## src/rtl/mux_arb_reg.sv

```systemverilog
`default_nettype none
// ============================================================================
// Module   : mux_arb_reg
// Brief    : N-to-1 channel selector with valid/ready handshakes, explicit-
//            select or round-robin arbitration, and a registered output
//            stage that sustains one word per cycle.
// Revision : 1.0 - initial release
// ============================================================================
module mux_arb_reg #(
  parameter int N     = 15,   // number of input channels (2..32)
  parameter int W     = 32,   // data width per channel
  parameter int SEL_W = 4     // select width, 2**SEL_W >= N
) (
  input  logic             clk,
  input  logic             reset_n,
  input  logic [N*W-1:0]   in_data,
  input  logic [N-1:0]     in_valid,
  output logic [N-1:0]     in_ready,
  input  logic             mode,
  input  logic [SEL_W-1:0] select,
  output logic [W-1:0]     out_data,
  output logic             out_valid,
  input  logic             out_ready,
  output logic [SEL_W-1:0] out_sel,
  output logic             out_oor
);

  // Channel count widened by one bit so wrap arithmetic cannot overflow.
  localparam logic [SEL_W:0]   N_EXT   = (SEL_W+1)'(N);
  localparam logic [SEL_W-1:0] LAST_CH = SEL_W'(N-1);

  logic [SEL_W-1:0] rr_ptr;
  logic [SEL_W-1:0] rr_next;
  logic [SEL_W-1:0] chan;
  logic             oor_now;
  logic             load_en;
  logic             grant;
  logic [W-1:0]     chan_data;
  logic [SEL_W:0]   idx;
  logic             found;

  // The output register can accept a word when empty or being drained.
  assign load_en = !out_valid || out_ready;

  // Channel after the last round-robin winner, wrapping at N-1.
  always_comb begin
    rr_next = (rr_ptr == LAST_CH) ? '0 : rr_ptr + 1'b1;
  end

  // Pick the candidate channel: explicit select (with out-of-range fallback
  // to the last channel) or the first requester after the last winner.
  always_comb begin
    chan    = rr_next;
    oor_now = 1'b0;
    found   = 1'b0;
    idx     = '0;
    if (!mode) begin
      if ({1'b0, select} < N_EXT) begin
        chan = select;
      end else begin
        chan    = LAST_CH;
        oor_now = 1'b1;
      end
    end else begin
      for (int i = 1; i <= N; i++) begin
        idx = {1'b0, rr_ptr} + (SEL_W+1)'(i);
        if (idx >= N_EXT) begin
          idx = idx - N_EXT;
        end
        if (!found && in_valid[idx[SEL_W-1:0]]) begin
          found = 1'b1;
          chan  = idx[SEL_W-1:0];
        end
      end
    end
  end

  // Data word of the candidate channel.
  always_comb begin
    chan_data = '0;
    for (int k = 0; k < N; k++) begin
      if (chan == SEL_W'(k)) begin
        chan_data = in_data[k*W +: W];
      end
    end
  end

  // A transfer happens when the candidate is requesting and we can load.
  assign grant = in_valid[chan] && load_en;

  // Only the candidate channel sees ready, and only when the stage can load.
  generate
    for (genvar k = 0; k < N; k++) begin : g_ready
      assign in_ready[k] = (chan == SEL_W'(k)) && load_en;
    end
  endgenerate

  // Output stage: load on transfer, drop valid on drain, hold on stall.
  always_ff @(posedge clk or negedge reset_n) begin
    if (!reset_n) begin
      out_valid <= 1'b0;
      out_data  <= '0;
      out_sel   <= '0;
      out_oor   <= 1'b0;
    end else if (load_en) begin
      if (grant) begin
        out_valid <= 1'b1;
        out_data  <= chan_data;
        out_sel   <= chan;
        out_oor   <= oor_now;
      end else begin
        out_valid <= 1'b0;
      end
    end
  end

  // Round-robin pointer follows the last winner; starts at N-1 so that
  // channel 0 is favoured first after reset.
  always_ff @(posedge clk or negedge reset_n) begin
    if (!reset_n) begin
      rr_ptr <= LAST_CH;
    end else if (mode && grant) begin
      rr_ptr <= chan;
    end
  end

endmodule
`default_nettype wire

```

## config.mk

```make
export PLATFORM = sky130hd
export DESIGN_NAME = mux_arb_reg
export DESIGN_NICKNAME = d
export VERILOG_FILES = /design/src/rtl/mux_arb_reg.sv
export SDC_FILE = /design/constraint.sdc
export NUM_CORES = 1
export LEC_CHECK = 0
export CAP_MARGIN = 15
export CORE_AREA = 2 2 216 218
export DETAILED_ROUTE_END_ITERATION = 10
export DIE_AREA = 0 0 218 220
export DONT_BUFFER_PORTS = 1
export GPL_ROUTABILITY_DRIVEN = 1
export PLACE_DENSITY = 0.43
export SETUP_SLACK_MARGIN = 0.02
export SYNTH_ARGS = -nofsm -noshare
export SYNTH_HDL_FRONTEND = slang
export SYNTH_SLANG_ARGS = --single-unit
```

## constraint.sdc

```tcl
create_clock -name clk -period 8.1 [get_ports clk]
set_clock_uncertainty 0.15 [all_clocks]
set_input_delay 0.405 -clock clk [delete_from_list [all_inputs] [get_ports clk]]
set_output_delay 0.405 -clock clk [all_outputs]
set_load 0.005 [all_outputs]
```

==> reports/qor.csv <==
metric;value;unit
io_pins;556;
die_x;218;µm
seq_area_frac_synth;0.0741;
layout_setup_ws;0.176;ns
firstDrtPassIters;6;
grt_max_degree;56;
antenna_found_initial;38;
routedWlPerCell;40.8;µm
synth-xor-area-share;0.0193;
yosys.area_share.adder;0.0141;
period_needed;7.92;ns
muxShareOfSynthArea;0.125;
synth-compound-area-share;0.450;
slew_violations;0;
ant_nets;0;
critPathKind;flip-flop to output port;
grt_first_pass_wirelength;150000;µm
synth.distinct_cells;121;
via_per_inst;7.25;
crit_fanout;13;
port_buffers;0;
slew_headroom;0.245;
timing.fmax;0.126;GHz
synth_seq_cells;42;
wl;111000;µm
yosysWarnings;0;
first_global_vias;18400;
timing.setup.tns;0;ns
synth-main-ff-cell;dfrtp_1;
grt_usage;0.445;
gp_congestion;1.09;
row_count;79;
setup_violations;0;
place_ws;0.372;ns
finalNetCount;2609;
tightest_slew;1.13;ns
hold_viol;0;
nFillCells;5052;
drtIter0Drc;2993;
die-area;48000;µm²
cts_tree;built;
cap_violations;0;
async_reset_ff_frac;1.00;
initial_core_util;0.310;
synth_top_cell_area_share;0.0710;
hold_path.class;primary input to flip-flop;
start_kind;flip-flop;
area_growth;14.0;%
grt_setup_unrepaired;no;
synth_area_leader_cell;mux2i_1;
postSynthNetCount;2586;
clk_path_buf_depth;2;
root_buffer;clkbuf_16;
synth_cells;2067;
num_vias;19800;
dp_hpwl;89600;µm
cts.sinks;42;
synth_enable_flop_cells;0;
syn_avg_cell_area;6.89;µm²
clkTransAtPathRegs;0.07;ns
synth-simple-area-share;0.249;
fin_crit_sh;0.978;
die_h;220;µm
synth_top_family_by_area;compound AO/OA/AOI/OAI gates;
htreeDepth;2;
synthTopCellsByArea;mux2i_1 7.1%, dfrtp_1 6.9%, nand2_1 6.6%, a21oi_1 5.8%, nor2_1 4.5%;
cts_buffers;5;
clock_latency;0.35;ns
route.detailed.drc;0;
drive_gt1_frac;0.174;
syn_area;14200;µm²
overflow;0;
core-area;45900;µm²
crit_path_end_kind;output port;
outcome;complete, no violations;
required;7.55;ns
cp.arrival;7.37;ns
[final timing paths]
| check | start | to | slack [ns] | cells after the start |
|---|---|---|---|---|
| hold reg to reg | out_data[12]$_DFFE_PN0P_ | out_data[12]$_DFFE_PN0P_ | 0.37 | 2 |
| max in group asynchronous | reset_n | rr_ptr[2]$_DFFE_PN1P_ | 6.99 | 2 |
| min in group asynchronous | reset_n | out_data[23]$_DFFE_PN0P_ | 0.49 | 2 |
| setup reg to reg | rr_ptr[1]$_DFFE_PN1P_ | out_data[11]$_DFFE_PN0P_ | 0.30 | 22 |
| setup / recovery | rr_ptr[1]$_DFFE_PN1P_ | in_ready[4] | 0.18 | 20 |
| hold / removal | mode | out_oor$_DFFE_PN0P_ | 0.01 | 1 |
[metrics by stage]
step           area (µm²)  utilization  cells  hold slack, ns
2_1_floorplan       14200            -   2067         -0.0406
3_3_place_gp        15900        0.347   2686         -0.0334
3_5_place_dp        15900        0.347   2686         -0.0357
4_1_cts             16100        0.352   2696        0.000775
5_1_grt             16200        0.353   2717         0.00665
6_report            16200        0.354   2726          0.0119
[cell usage in the layout, fill, tap and decap left out, types with 19 or more instances in the layout]
cell / count
xnor2_1: 22
mux2i_1: 101
o211ai_1: 32
mux2_2: 37
a22oi_1: 33
nor3_1: 53
nand2_1: 251
a31oi_1: 29
nand3_1: 62
buf_4: 184
nand2b_1: 42
a21oi_1: 164
diode_2: 28
and2_1: 20
a221o_1: 23
nor2_1: 164
o21ai_0: 122
and3_1: 21
a221oi_1: 33
o221ai_1: 20
inv_1: 22
a21o_1: 19
o22ai_1: 44
o2bb2ai_1: 21
a211oi_1: 63
dfrtp_1: 38
[registers in the layout, indices dropped and copies added (netlist names)]
| register | flops |
|---|---|
| out_data | 32 |
| out_sel | 4 |
| rr_ptr | 4 |
| out_valid | 1 |
| out_oor | 1 |
[final cells by class]
cell class	instances	area (µm²)	share of cell area
multi-input cells	1808	12200	0.754
repair buffers	206	1800	0.111
flip-flops and latches	42	1060	0.0652
well taps	607	759	0.0468
clock buffers	6	139	0.00856
inverters	27	101	0.00625
diodes	28	70.1	0.00432
clock inverters	2	60.1	0.00370
[synthesized netlist by cell type, drive strengths merged, types with 7 or more instances]
cell type / count
and2: 21
o2111ai: 12
o21a: 17
clkbuf: 95
a211o: 12
or3: 14
o22ai: 44
o211a: 7
o221ai: 20
a21oi: 171
xnor2: 23
a2111oi: 16
nand2: 255
a21boi: 9
o21ai: 141
o2bb2ai: 21
a311oi: 19
and3: 21
a22o: 16
nor2: 174
nand4: 15
a211oi: 65
a21o: 20
o32ai: 12
a32oi: 8
nor4: 18
a22oi: 34
mux2i: 102
nand3: 65
or2: 12
mux2: 40
inv: 23
a221o: 23
dfrtp: 39
nand2b: 42
o31a: 10
o31ai: 32
nor2b: 14
mux4: 13
ha: 16
a31oi: 29
o211ai: 34
nor3: 54
a221oi: 34
buf: 95
[critical path, cell delays in order, from the launching register on]
cell	delay [ns]
dfstp_2	0.76
inv_1	0.30
ha_1	0.39
a21boi_2	0.22
xnor2_1	0.53
buf_4	0.24
o21ai_0	0.11
mux2i_1	0.51
a211oi_1	0.10
a32oi_1	0.71
nand3_2	0.25
buf_4	0.23
nor3_1	0.38
a22oi_1	0.16
a32oi_1	0.48
o211a_1	0.38
o21ai_2	0.28
nor2_1	0.21
nand2_1	0.27
nor2_1	0.33
buf_4	0.17
[kinds of logic after synthesis]
family / after synthesis
AO/OA/AOI/OAI: 872
AND/OR/NAND/NOR: 737
buffers and inverters: 217
multiplexers: 155
flip-flops: 42
XOR/XNOR: 28
adder cells (fa/ha/maj): 16
[what timing repair did]
action	4_1_cts	5_1_grt
endpoints found under the hold margin	42	0
gates resized for setup	0	1
setup buffers	0	0
hold buffers	2	0
setup endpoints to repair	0	5
[routing by layer]
| layer | vias to the layer above | global-route usage | share of wire | wire, µm |
|---|---|---|---|---|
| met3 | 381 | 0.149 | 0.13 | 14100 |
| met2 | 1593 | 0.669 | 0.43 | 47300 |
| li1 | 8173 | - | - | - |
| met1 | 9605 | 0.549 | 0.38 | 41800 |
| met5 | - | 0.0177 | 0.0012 | 135 |
| met4 | 22 | 0.261 | 0.071 | 7890 |
Power is left out: the tool's default activity adds up to more than one toggle a clock period on the data nets, which glitch-free logic cannot reach.
